===== config.mk =====
export PLATFORM = sky130hd
export DESIGN_NAME = cmd_uart_wrapper_flat
export DESIGN_NICKNAME = d
export VERILOG_FILES = /design/src/rtl/flght_pkg.sv /design/src/rtl/cmd_uart_wrapper_if.sv /design/src/rtl/cmd_uart_wrapper_trx.sv /design/src/rtl/cmd_uart_wrapper.sv /design/src/flat_wrapper.sv
export SDC_FILE = /design/constraint.sdc
export NUM_CORES = 1
export LEC_CHECK = 0
export ABC_AREA = 1
export CELL_PAD_IN_SITES_DETAIL_PLACEMENT = 0
export CELL_PAD_IN_SITES_GLOBAL_PLACEMENT = 1
export CORE_ASPECT_RATIO = 0.5
export CORE_MARGIN = 2
export CORE_UTILIZATION = 48
export DETAILED_ROUTE_END_ITERATION = 8
export DONT_BUFFER_PORTS = 1
export GPL_TIMING_DRIVEN = 1
export PLACE_DENSITY = 0.85
export SETUP_SLACK_MARGIN = 0.2
export SKIP_CTS_REPAIR_TIMING = 1
export SLEW_MARGIN = 5
export SYNTH_ARGS = -nofsm -noshare
export SYNTH_HDL_FRONTEND = slang
export SYNTH_HIERARCHICAL = 1
export SYNTH_SLANG_ARGS = --single-unit

===== constraint.sdc =====
create_clock -name clk -period 1.95 [get_ports clk]
set_input_delay 0.195 -clock clk [delete_from_list [all_inputs] [get_ports clk]]
set_output_delay 0.195 -clock clk [all_outputs]
set_load 0.1 [all_outputs]

===== src/rtl/flght_pkg.sv =====
// ---------------------------------------------------------------------------
// flght_pkg
// Shared definitions for the flight-controller command UART front end.
//   frame_state_t : command frame assembly states
//   FRAME_BYTES   : bytes per command frame (opcode, data high, data low)
//   UART_BITS     : bits per 8N1 character (start + 8 data + stop)
//   POS_ACK       : positive acknowledge response byte
//   join_data()   : packs the two data bytes into the 16-bit data word
// ---------------------------------------------------------------------------
package flght_pkg;

    typedef enum logic [1:0] {
        WAIT_CMD = 2'd0,
        WAIT_HI  = 2'd1,
        WAIT_LO  = 2'd2
    } frame_state_t;

    localparam int FRAME_BYTES = 32'd3;
    localparam int UART_BITS   = 32'd10;

    localparam logic [7:0] POS_ACK = 8'hA5;

    function automatic logic [15:0] join_data(input logic [7:0] hi, input logic [7:0] lo);
        return {hi, lo};
    endfunction

endpackage


===== src/rtl/cmd_uart_wrapper_if.sv =====
// ---------------------------------------------------------------------------
// cmd_uart_wrapper_if
// Bundles the UART pins and the command-configurator handshake.
//   RX/TX          : serial lines (8N1, LSB first, idle high)
//   cmd_rdy        : complete frame held on cmd/data (sticky)
//   cmd, data      : opcode and {data high, data low}
//   clr_cmd_rdy    : consumer acknowledges the frame
//   send_resp/resp : one-cycle request to transmit resp
//   tx_busy        : transmitter shifting
//   resp_sent      : one-cycle pulse at end of the stop bit
// Modport slave is the wrapper side, master is the board/consumer side.
// ---------------------------------------------------------------------------
interface cmd_uart_wrapper_if;

    logic        RX;
    logic        TX;
    logic        cmd_rdy;
    logic [7:0]  cmd;
    logic [15:0] data;
    logic        clr_cmd_rdy;
    logic        send_resp;
    logic [7:0]  resp;
    logic        tx_busy;
    logic        resp_sent;

    modport slave (
        input  RX, clr_cmd_rdy, send_resp, resp,
        output TX, cmd_rdy, cmd, data, tx_busy, resp_sent
    );

    modport master (
        output RX, clr_cmd_rdy, send_resp, resp,
        input  TX, cmd_rdy, cmd, data, tx_busy, resp_sent
    );

endinterface


===== src/rtl/cmd_uart_wrapper_trx.sv =====
// ---------------------------------------------------------------------------
// uart_trx
// Byte-level 8N1 UART: RX synchroniser + mid-bit sampler and TX shifter.
// RX and TX run independently.
//   clk, rst   : clock, asynchronous active-high reset
//   i_rx       : raw serial input (asynchronous to clk)
//   o_tx       : serial output, idles high
//   rx_rdy     : one-cycle pulse, rx_data holds a byte with a valid stop bit
//   rx_data    : received byte
//   trmt       : request to transmit tx_data (ignored while busy)
//   tx_data    : byte to transmit, sampled with trmt
//   tx_done    : one-cycle pulse when the stop bit completes
//   o_tx_busy  : transmitter shifting
// ---------------------------------------------------------------------------
module uart_trx
    import flght_pkg::*;
#(
    parameter int BAUD_DIV = 32'd2604
) (
    input  logic       clk,
    input  logic       rst,
    input  logic       i_rx,
    output logic       o_tx,
    output logic       rx_rdy,
    output logic [7:0] rx_data,
    input  logic       trmt,
    input  logic [7:0] tx_data,
    output logic       tx_done,
    output logic       o_tx_busy
);

    localparam int BW = $clog2(BAUD_DIV);
    localparam logic [BW-1:0] BAUD_ZERO = {BW{1'b0}};
    localparam logic [BW-1:0] BAUD_ONE  = {{(BW-1){1'b0}}, 1'b1};
    localparam logic [BW-1:0] BAUD_LAST = BW'(BAUD_DIV - 32'd1);
    // Start bit is re-checked half a bit after the detected falling edge.
    localparam logic [BW-1:0] BAUD_MID  = BW'(BAUD_DIV / 32'd2 - 32'd1);
    localparam logic [3:0]    TX_LAST_BIT = 4'(UART_BITS - 32'd1);

    typedef enum logic [1:0] {
        RX_IDLE  = 2'd0,
        RX_START = 2'd1,
        RX_DATA  = 2'd2,
        RX_STOP  = 2'd3
    } rx_state_t;

    logic          r_rx_meta;
    logic          r_rx_sync;
    logic          r_rx_prev;
    rx_state_t     r_rx_state;
    logic [BW-1:0] r_rx_baud;
    logic [3:0]    r_rx_bits;
    logic [7:0]    r_rx_shift;
    logic          r_rx_rdy;
    logic [7:0]    r_rx_data;

    logic          r_tx;
    logic          r_tx_busy;
    logic          r_tx_done;
    logic [9:0]    r_tx_shift;
    logic [BW-1:0] r_tx_baud;
    logic [3:0]    r_tx_bits;

    logic          w_rx_fall;
    logic          w_rx_baud_last;

    assign w_rx_fall      = r_rx_prev & ~r_rx_sync;
    assign w_rx_baud_last = (r_rx_baud == BAUD_LAST);

    // Two-flop synchroniser on RX plus a delayed copy for edge detection.
    always_ff @(posedge clk or posedge rst) begin
        if (rst) begin
            r_rx_meta <= 1'b1;
            r_rx_sync <= 1'b1;
            r_rx_prev <= 1'b1;
        end else begin
            r_rx_meta <= i_rx;
            r_rx_sync <= r_rx_meta;
            r_rx_prev <= r_rx_sync;
        end
    end

    // RX sampler: start validation, 8 LSB-first data bits, stop-bit check.
    always_ff @(posedge clk or posedge rst) begin
        if (rst) begin
            r_rx_state <= RX_IDLE;
            r_rx_baud  <= BAUD_ZERO;
            r_rx_bits  <= 4'd0;
            r_rx_shift <= 8'h00;
            r_rx_rdy   <= 1'b0;
            r_rx_data  <= 8'h00;
        end else begin
            r_rx_rdy <= 1'b0;
            case (r_rx_state)
                RX_IDLE: begin
                    r_rx_baud <= BAUD_ZERO;
                    r_rx_bits <= 4'd0;
                    if (w_rx_fall) begin
                        r_rx_state <= RX_START;
                    end else begin
                        r_rx_state <= RX_IDLE;
                    end
                end
                RX_START: begin
                    if (r_rx_baud == BAUD_MID) begin
                        r_rx_baud <= BAUD_ZERO;
                        // Line back high at mid-start: treat as a glitch.
                        if (r_rx_sync) begin
                            r_rx_state <= RX_IDLE;
                        end else begin
                            r_rx_state <= RX_DATA;
                        end
                    end else begin
                        r_rx_baud <= r_rx_baud + BAUD_ONE;
                    end
                end
                RX_DATA: begin
                    if (w_rx_baud_last) begin
                        r_rx_baud  <= BAUD_ZERO;
                        r_rx_shift <= {r_rx_sync, r_rx_shift[7:1]};
                        r_rx_bits  <= r_rx_bits + 4'd1;
                        if (r_rx_bits == 4'd7) begin
                            r_rx_state <= RX_STOP;
                        end else begin
                            r_rx_state <= RX_DATA;
                        end
                    end else begin
                        r_rx_baud <= r_rx_baud + BAUD_ONE;
                    end
                end
                RX_STOP: begin
                    if (w_rx_baud_last) begin
                        r_rx_baud  <= BAUD_ZERO;
                        r_rx_state <= RX_IDLE;
                        // A low stop bit is a framing error: drop the byte.
                        if (r_rx_sync) begin
                            r_rx_rdy  <= 1'b1;
                            r_rx_data <= r_rx_shift;
                        end else begin
                            r_rx_rdy  <= 1'b0;
                        end
                    end else begin
                        r_rx_baud <= r_rx_baud + BAUD_ONE;
                    end
                end
                default: begin
                    r_rx_state <= RX_IDLE;
                end
            endcase
        end
    end

    // TX shifter: {stop, data, start} shifted out LSB first, BAUD_DIV cycles per bit.
    always_ff @(posedge clk or posedge rst) begin
        if (rst) begin
            r_tx       <= 1'b1;
            r_tx_busy  <= 1'b0;
            r_tx_done  <= 1'b0;
            r_tx_shift <= 10'h3FF;
            r_tx_baud  <= BAUD_ZERO;
            r_tx_bits  <= 4'd0;
        end else begin
            r_tx_done <= 1'b0;
            if (!r_tx_busy) begin
                if (trmt) begin
                    r_tx_shift <= {1'b1, tx_data, 1'b0};
                    r_tx       <= 1'b0;
                    r_tx_busy  <= 1'b1;
                    r_tx_baud  <= BAUD_ZERO;
                    r_tx_bits  <= 4'd0;
                end else begin
                    r_tx <= 1'b1;
                end
            end else if (r_tx_baud == BAUD_LAST) begin
                r_tx_baud <= BAUD_ZERO;
                if (r_tx_bits == TX_LAST_BIT) begin
                    r_tx_busy <= 1'b0;
                    r_tx_done <= 1'b1;
                    r_tx      <= 1'b1;
                end else begin
                    r_tx_bits  <= r_tx_bits + 4'd1;
                    r_tx_shift <= {1'b1, r_tx_shift[9:1]};
                    r_tx       <= r_tx_shift[1];
                end
            end else begin
                r_tx_baud <= r_tx_baud + BAUD_ONE;
            end
        end
    end

    assign o_tx      = r_tx;
    assign o_tx_busy = r_tx_busy;
    assign tx_done   = r_tx_done;
    assign rx_rdy    = r_rx_rdy;
    assign rx_data   = r_rx_data;

endmodule


===== src/rtl/cmd_uart_wrapper.sv =====
// ---------------------------------------------------------------------------
// cmd_uart_wrapper
// Serial front end of the command path: assembles 3-byte frames
// (opcode, data high, data low) from RX and presents them with a sticky
// cmd_rdy; transmits 1-byte responses on TX.
//   clk  : system clock
//   rst  : asynchronous active-high reset
//   bus  : cmd_uart_wrapper_if.slave (RX, TX, cmd_rdy, cmd, data,
//          clr_cmd_rdy, send_resp, resp, tx_busy, resp_sent)
// Optional feature macro: FRAME_TIMEOUT_EN -- abandons a partial frame
// after TIMEOUT_CYC idle cycles in WAIT_HI/WAIT_LO.
// ---------------------------------------------------------------------------
module cmd_uart_wrapper
    import flght_pkg::*;
#(
    parameter int BAUD_DIV    = 32'd2604,
    parameter int TIMEOUT_CYC = 32'd1048576
) (
    input  logic                clk,
    input  logic                rst,
    cmd_uart_wrapper_if.slave   bus
);

    logic         w_rx_rdy;
    logic [7:0]   w_rx_data;
    logic         w_tx;
    logic         w_tx_busy;
    logic         w_tx_done;
    logic         w_first_byte;
    logic         w_frame_done;
    logic         w_timeout;

    frame_state_t r_state;
    logic [7:0]   r_cmd_hold;
    logic [7:0]   r_hi_hold;
    logic [7:0]   r_cmd;
    logic [15:0]  r_data;
    logic         r_cmd_rdy;

    uart_trx #(
        .BAUD_DIV (BAUD_DIV)
    ) u_trx (
        .clk       (clk),
        .rst       (rst),
        .i_rx      (bus.RX),
        .o_tx      (w_tx),
        .rx_rdy    (w_rx_rdy),
        .rx_data   (w_rx_data),
        .trmt      (bus.send_resp),
        .tx_data   (bus.resp),
        .tx_done   (w_tx_done),
        .o_tx_busy (w_tx_busy)
    );

    assign w_first_byte = w_rx_rdy && (r_state == WAIT_CMD);
    assign w_frame_done = w_rx_rdy && (r_state == WAIT_LO);

`ifdef FRAME_TIMEOUT_EN
    localparam int TW = $clog2(TIMEOUT_CYC + 32'd1);
    localparam logic [TW-1:0] TO_LIMIT = TW'(TIMEOUT_CYC);
    localparam logic [TW-1:0] TO_ZERO  = {TW{1'b0}};
    localparam logic [TW-1:0] TO_ONE   = {{(TW-1){1'b0}}, 1'b1};

    logic [TW-1:0] r_to_cnt;

    // Inter-byte timer: restarts on every byte, only runs mid-frame.
    always_ff @(posedge clk or posedge rst) begin
        if (rst) begin
            r_to_cnt <= TO_ZERO;
        end else if (w_rx_rdy || (r_state == WAIT_CMD) || w_timeout) begin
            r_to_cnt <= TO_ZERO;
        end else begin
            r_to_cnt <= r_to_cnt + TO_ONE;
        end
    end

    assign w_timeout = (r_to_cnt == TO_LIMIT);
`else
    // Without the timer a partial frame simply waits for more bytes.
    assign w_timeout = 1'b0;
`endif

    // Frame FSM with holding registers; presented cmd/data move only when a frame completes.
    always_ff @(posedge clk or posedge rst) begin
        if (rst) begin
            r_state    <= WAIT_CMD;
            r_cmd_hold <= 8'h00;
            r_hi_hold  <= 8'h00;
            r_cmd      <= 8'h00;
            r_data     <= 16'h0000;
            r_cmd_rdy  <= 1'b0;
        end else begin
            // Completing a frame beats a simultaneous clear request.
            if (w_frame_done) begin
                r_cmd_rdy <= 1'b1;
            end else if (w_first_byte || bus.clr_cmd_rdy) begin
                r_cmd_rdy <= 1'b0;
            end else begin
                r_cmd_rdy <= r_cmd_rdy;
            end

            case (r_state)
                WAIT_CMD: begin
                    if (w_rx_rdy) begin
                        r_cmd_hold <= w_rx_data;
                        r_state    <= WAIT_HI;
                    end else begin
                        r_state    <= WAIT_CMD;
                    end
                end
                WAIT_HI: begin
                    if (w_rx_rdy) begin
                        r_hi_hold <= w_rx_data;
                        r_state   <= WAIT_LO;
                    end else if (w_timeout) begin
                        r_state   <= WAIT_CMD;
                    end else begin
                        r_state   <= WAIT_HI;
                    end
                end
                WAIT_LO: begin
                    if (w_rx_rdy) begin
                        r_cmd   <= r_cmd_hold;
                        r_data  <= join_data(r_hi_hold, w_rx_data);
                        r_state <= WAIT_CMD;
                    end else if (w_timeout) begin
                        r_state <= WAIT_CMD;
                    end else begin
                        r_state <= WAIT_LO;
                    end
                end
                default: begin
                    r_state <= WAIT_CMD;
                end
            endcase
        end
    end

    assign bus.TX        = w_tx;
    assign bus.tx_busy   = w_tx_busy;
    assign bus.resp_sent = w_tx_done;
    assign bus.cmd_rdy   = r_cmd_rdy;
    assign bus.cmd       = r_cmd;
    assign bus.data      = r_data;

endmodule


===== src/flat_wrapper.sv =====
// flat-port wrapper written by rule: the top's interface ports become plain ports
module cmd_uart_wrapper_flat import flght_pkg::*;
#(
    parameter int BAUD_DIV    = 32'd2604,
    parameter int TIMEOUT_CYC = 32'd1048576
)
  (clk, rst, bus_RX, bus_clr_cmd_rdy, bus_send_resp, bus_resp, bus_TX, bus_cmd_rdy, bus_cmd, bus_data, bus_tx_busy, bus_resp_sent);
  cmd_uart_wrapper_if bus_i ();
  input  logic clk;
  input  logic rst;
  input wire logic [$bits(bus_i.RX)-1:0] bus_RX;
  input wire logic [$bits(bus_i.clr_cmd_rdy)-1:0] bus_clr_cmd_rdy;
  input wire logic [$bits(bus_i.send_resp)-1:0] bus_send_resp;
  input wire logic [$bits(bus_i.resp)-1:0] bus_resp;
  output wire logic [$bits(bus_i.TX)-1:0] bus_TX;
  output wire logic [$bits(bus_i.cmd_rdy)-1:0] bus_cmd_rdy;
  output wire logic [$bits(bus_i.cmd)-1:0] bus_cmd;
  output wire logic [$bits(bus_i.data)-1:0] bus_data;
  output wire logic [$bits(bus_i.tx_busy)-1:0] bus_tx_busy;
  output wire logic [$bits(bus_i.resp_sent)-1:0] bus_resp_sent;
  assign bus_i.RX = bus_RX;
  assign bus_i.clr_cmd_rdy = bus_clr_cmd_rdy;
  assign bus_i.send_resp = bus_send_resp;
  assign bus_i.resp = bus_resp;
  assign bus_TX = bus_i.TX;
  assign bus_cmd_rdy = bus_i.cmd_rdy;
  assign bus_cmd = bus_i.cmd;
  assign bus_data = bus_i.data;
  assign bus_tx_busy = bus_i.tx_busy;
  assign bus_resp_sent = bus_i.resp_sent;
  cmd_uart_wrapper #(.BAUD_DIV(BAUD_DIV), .TIMEOUT_CYC(TIMEOUT_CYC)) u_core (.clk(clk), .rst(rst), .bus(bus_i));
endmodule

### After elaboration in Yosys (flattened, before gate mapping)

Cells that the tools add are included.

| operators by class | value |
|---|---|
| $lt $le $gt $ge | 0 |
| $add $sub $neg | 4 |
| shift-type cells | 0 |
| bitwise gates (word level) | 2 |
| reductions and logical operators | 17 |
| eq/ne operators | 15 |
| multipliers | 0 |
| div/mod/pow operators | 0 |
| mux-type cells | 43 |

Operator list:

| operator | number |
|---|---|
| 12-bit 2-to-1 mux | 5 |
| 10-bit 2-to-1 mux | 4 |
| 12-bit one-hot mux with 3 select lines | 1 |
| 12-bit by 1-bit adder with 12-bit output, second input constant | 2 |
| 12-bit == test, second input constant | 2 |
| 4-bit 2-to-1 mux | 5 |
| 1-bit 2-to-1 mux | 19 |
| 12-bit by 11-bit == test with 1-bit output, second input constant | 1 |
| 2-bit 2-to-1 mux | 6 |
| 2-bit AND reduction | 5 |
| 3-bit AND reduction | 3 |
| 4-bit by 1-bit adder with 4-bit output, second input constant | 2 |
| 2-bit inequality test, second input constant | 4 |
| 2-bit one-hot mux with 4 select lines | 1 |
| 4-bit one-hot mux with 2 select lines | 1 |
| 2-bit == test, second input constant | 3 |
| 2-bit one-hot mux with 3 select lines | 1 |
| 2-bit nonzero test | 3 |
| 2-bit by 1-bit == test with 1-bit output, second input constant | 2 |
| 4-bit by 3-bit == test with 1-bit output, second input constant | 1 |
| 4-bit == test, second input constant | 1 |
| 2-bit logical NOT | 2 |
| 1-bit logical AND | 2 |
| 2-bit by 1-bit inequality test with 1-bit output, second input constant | 1 |
| 4 further kinds | 4 |

| word-level totals | value |
|---|---|
| register bits after elaboration | 110 |
| input bits | 13 |
| latch bits | 0 |
| ROM bits | 0 |
| memories | 0 |
| bits in writable memories | 0 |
| word-level logic and storage cells | 102 |

### Longest topological paths before layout

| depth | value |
|---|---|
| depth after elaboration | 5 |
| mapped depth | 10 |
| gate-level depth less buffers | 9 |

### By module

The synthesis kept the hierarchy.

Modules (own cells, without submodules):

| module | instances | cells each | area each (sq um) | seq. area each (sq um) |
|---|---|---|---|---|
| uart_trx | 1 | 423 | 3,349.5 | 1,641.6 |
| cmd_uart_wrapper | 1 | 192 | 1,791.7 | 1,076.0 |

### Least setup slack after synthesis

OpenSTA, ideal clock, no wires.

| path | value |
|---|---|
| kind | reg-to-reg |
| start | register u_core.u_trx.r_tx_busy (netlist: u_core/u_trx/o_tx_busy) |
| end | register u_core.u_trx.r_tx_bits[0] |
| required time | 1.833 ns |
| period minus slack after synthesis | 1.836 ns |
| stages on the path, launching flop included | 8 |
| buffers on the path | 2 |
| arrival time | 1.719 ns |
| slack | 0.114 ns |
| path through | dfrtp_1 buf_6 nor2_4 a31oi_4 nand2_4 buf_6 nand2_1 nand2_1 |

| between the ends | value |
|---|---|
| cells in the longest elaborated chain, start to end | 2 |
| elaborated cells on any way between the ends | 5 |

Ends and longest elaborated chain:

| element | RTL line | RTL |
|---|---|---|
| from (decl) | cmd_uart_wrapper_trx.sv:58 | `logic r_tx_busy;` |
| from (signal assigned) | cmd_uart_wrapper_trx.sv:157 | `r_tx_busy <= 1'b0;` |
| from (signal assigned) | cmd_uart_wrapper_trx.sv:168 | `r_tx_busy <= 1'b1;` |
| from (signal assigned) | cmd_uart_wrapper_trx.sv:177 | `r_tx_busy <= 1'b0;` |
| 2-bit inequality test (no line), or another cell as far along | -- |  |
| 3-bit AND reduction (no line) | -- |  |
| to (signal assigned) | cmd_uart_wrapper_trx.sv:181 | `r_tx_bits <= r_tx_bits + 4'd1;` |
| to (decl) | cmd_uart_wrapper_trx.sv:62 | `logic [3:0] r_tx_bits;` |

Parallel ways exist; a longest one is shown, timed or not.
A chain may end at the register's enable or synchronous reset.

### Final worst setup path

| path | value |
|---|---|
| start | register u_core.u_trx.r_tx_busy (netlist: u_core/u_trx/o_tx_busy) |
| end | output port bus_tx_busy |

RTL lines:

| element | RTL line | RTL |
|---|---|---|
| to (decl) | flat_wrapper.sv:19 | `output wire logic [$bits(bus_i.tx_busy)-1:0] bus_tx_busy;` |

No word-level cell between the ends.

==> out/metrics.yaml <==
final_layout:
  fin_area_um2: 5821
  diodes: 0
  area_growth_pct: 13.21
  fin_util: 0.5644
  nNetsFinal: 662
  regArea_um2: 2719
  drive_gt1_frac: 0.1435
  multi_input_area_um2: 2079
  fillers: 979
drt:
  firstDrtPassIters: 5
  vias: 3973
  final_antenna_net_count: 0
  drc: 0
  routed_wl_um: 10230
  first_iter_violations: 154
  avgRoutedWirePerCell_um: 12.98
  vias_per_cell: 5.042
status:
  status: "completed"
sta:
  fin_skew_ps: 8.279
  hold_violations: 0
  setup_tns_ps: 0
  setup_viol_count_final: 0
  timing.fmax_ghz: 0.6215
  drv_slew: 0
  worst_slew_pin_slew_ps: 526.4
  slew-limit-headroom: 0.6491
  rsz0062_at_grt: "false"
  period_needed_ps: 1609
  fin_crit_sh: 0.8251
setup_path:
  arrival_ps: 1410
  r2r-end: "u_core/u_trx/r_tx_bits[3]"
  cp-startpoint: "u_core/u_trx/o_tx_busy"
  critPathKind: "flop to output pin"
  rrSetupSlack_ps: 360
  critPathLaunchType: "flop"
  crit_end: "bus_tx_busy"
  reg2regPathDepth: 8
  crit_path_max_fanout: 11
  cp-end-kind: "output pin"
  required_ps: 1750
  r2r_start: "u_core/u_trx/r_tx_baud[0]"
logic_synthesis:
  syn_area_um2: 5141
  avgSynthCellArea_um2: 8.360
  syn_nets: 634
  synth_top_area_frac: 0.4673
  ys_seq_elements: 108
  yosysWarnings: 6
  synthTopCellsByArea: "dfrtp_1 47%, nand2_1 17%, dfstp_2 6.1%"
  synth_seq_area_share: 0.5286
  yosysTopAreaCell: "dfrtp_1"
  synth.distinct_cells: 30
  synthCells: 615
floorplan:
  die_w_um: 150.4
  die_area_um2: 11600
  initial_utilization: 0.4985
  die_y_um: 77.18
  rows: 26
  coreArea_um2: 10310
  ios: 41
grt:
  grt_usage: 0.1923
  grt_max_degree: 46
  overflow: 0
  antenna_found_initial: 0
  grt_pass1_wl_um: 17800
  grt_pass1_vias: 3821
placed_design:
  dp_hpwl_um: 6935
  place_congestion: 0.8066
  placed_cell_area_um2: 5451
  numPortBuffers: 0
worst_hold_path:
  min_from: "bus_clr_cmd_rdy"
  min_path_type: "primary input to flop"
clock_network:
  clock_latency_ps: 350
  cts.sinks: 108
  path_clk_slew_ps: 80
  htreeDepth: 3
  cts.path.max_buffers: 2
  cts_root_buffer: "clkbuf_16"
  cts_tree: "done"
  numCtsBuffers: 9
power_and_ir_drop:
  ir_drop_v: 0.0004412
  power_leakage_nw: 2.988
  p_per_area_nw_per_um2: 958.6
job:
  drv_cap: 0
cell usage after synthesis:
cell type	number
dfrtp_1	96
o22ai_1	4
nor2_4	2
a31oi_4	1
o21ai_2	7
nor2_1	45
xor2_1	7
nor3_1	4
nand2_4	2
a21oi_1	2
xnor2_1	4
o21ai_0	22
nand4_1	37
clkbuf_1	1
nand3_1	55
nor2_2	1
buf_4	2
o21bai_1	2
nand2_2	3
buf_2	12
dfstp_2	12
nand3_4	1
nand3_2	2
buf_6	6
or2_2	1
nand2_1	226
inv_2	5
clkbuf_8	1
ha_1	6
inv_1	46
where the power goes:
part / internal [mW] / total [mW] / switching [mW]
Sequential: 2.47 / 2.73 / 0.259
Combinational: 0.315 / 0.810 / 0.495
Clock: 1.16 / 2.04 / 0.879
Total: 3.95 / 5.58 / 1.63
logic make-up (layout without fill, tap and decap cells):
kind of cell,count (synthesis),after routing,synth area share
AOI/OAI and AO/OA,38,38,0.04721
and+or+nand+nor,379,379,0.3225
DFF,108,108,0.5286
buffers and inverters,73,106,0.06839
adders and majority gates,6,6,0.01460
xor gates and xnor gates,11,11,0.01874
through the flow:
stage	worst slack, ps	instances	power [mW]	hold WS (ps)
2_1_floorplan	393.0	615	3.375	199.5
3_3_place_gp	363.9	770	3.556	118.2
3_5_place_dp	326.9	770	3.574	119.3
4_1_cts	298.1	786	5.636	-259.1
5_1_grt	218.4	788	5.923	29.57
6_report	341.1	788	5.580	17.79
registers in the layout, indices dropped and copies added, names as in the netlist, 2 cells and up, named ones only:
signal and cells:
u_core/bus.cmd 8, u_core/bus.data 16, u_core/r_cmd_hold 8, u_core/r_hi_hold 8, u_core/r_state 2, u_core/u_trx/r_rx_baud 12
u_core/u_trx/r_rx_bits 4, u_core/u_trx/r_rx_shift 8, u_core/u_trx/r_tx_baud 12, u_core/u_trx/r_tx_bits 4, u_core/u_trx/r_tx_shift 8, u_core/u_trx/rx_data 8
worst min path at each step:
stage / to / slack, ps / cells past startpoint
2_1_floorplan: u_core/u_trx/r_rx_meta / 200 / 0
3_3_place_gp: u_core/u_trx/rx_data[1] / 120 / 1
3_5_place_dp: u_core/u_trx/rx_data[2] / 120 / 1
4_1_cts: u_core/u_trx/r_rx_baud[10] / -260 / 1
5_1_grt: u_core/u_trx/r_tx_baud[1] / 30 / 3
6_report: u_core/bus.cmd_rdy / 20 / 3
worst max-delay path: stages (launching register included):
cell and delay, ps:
dfrtp_2 510, buf_4 240, buf_4 310
metal layers:
layer,GRT usage,share of wire,vias to the layer above
met1,0.2479,0.47,1853
met2,0.3173,0.48,63
met3,0.05417,0.043,13
li1,-,-,2044
met4,0.05566,0.013,0
met5,0,0,-
cell usage in the layout (no fill, tap or decap), types with 4 or more instances in the layout:
cell type	count
dfrtp_1	95
xnor2_1	4
dfstp_2	12
nand2_1	226
nor2_1	45
ha_1	5
inv_2	4
buf_4	36
xor2_1	7
o21ai_0	22
nor3_1	4
inv_1	44
nand3_1	55
nand4_1	37
o22ai_1	4
o21ai_2	7
clkbuf_16	9
final cells by class:
type | instances | share of cell area
Tap cell | 140 | 0.03009
Timing Repair Buffer | 39 | 0.05331
Multi-Input combinational cell | 434 | 0.3573
Inverter | 51 | 0.03396
Clock inverter | 7 | 0.01956
Clock buffer | 9 | 0.03869
Sequential cell | 108 | 0.4671
Note: power is estimated with default switching activity, not from simulation.
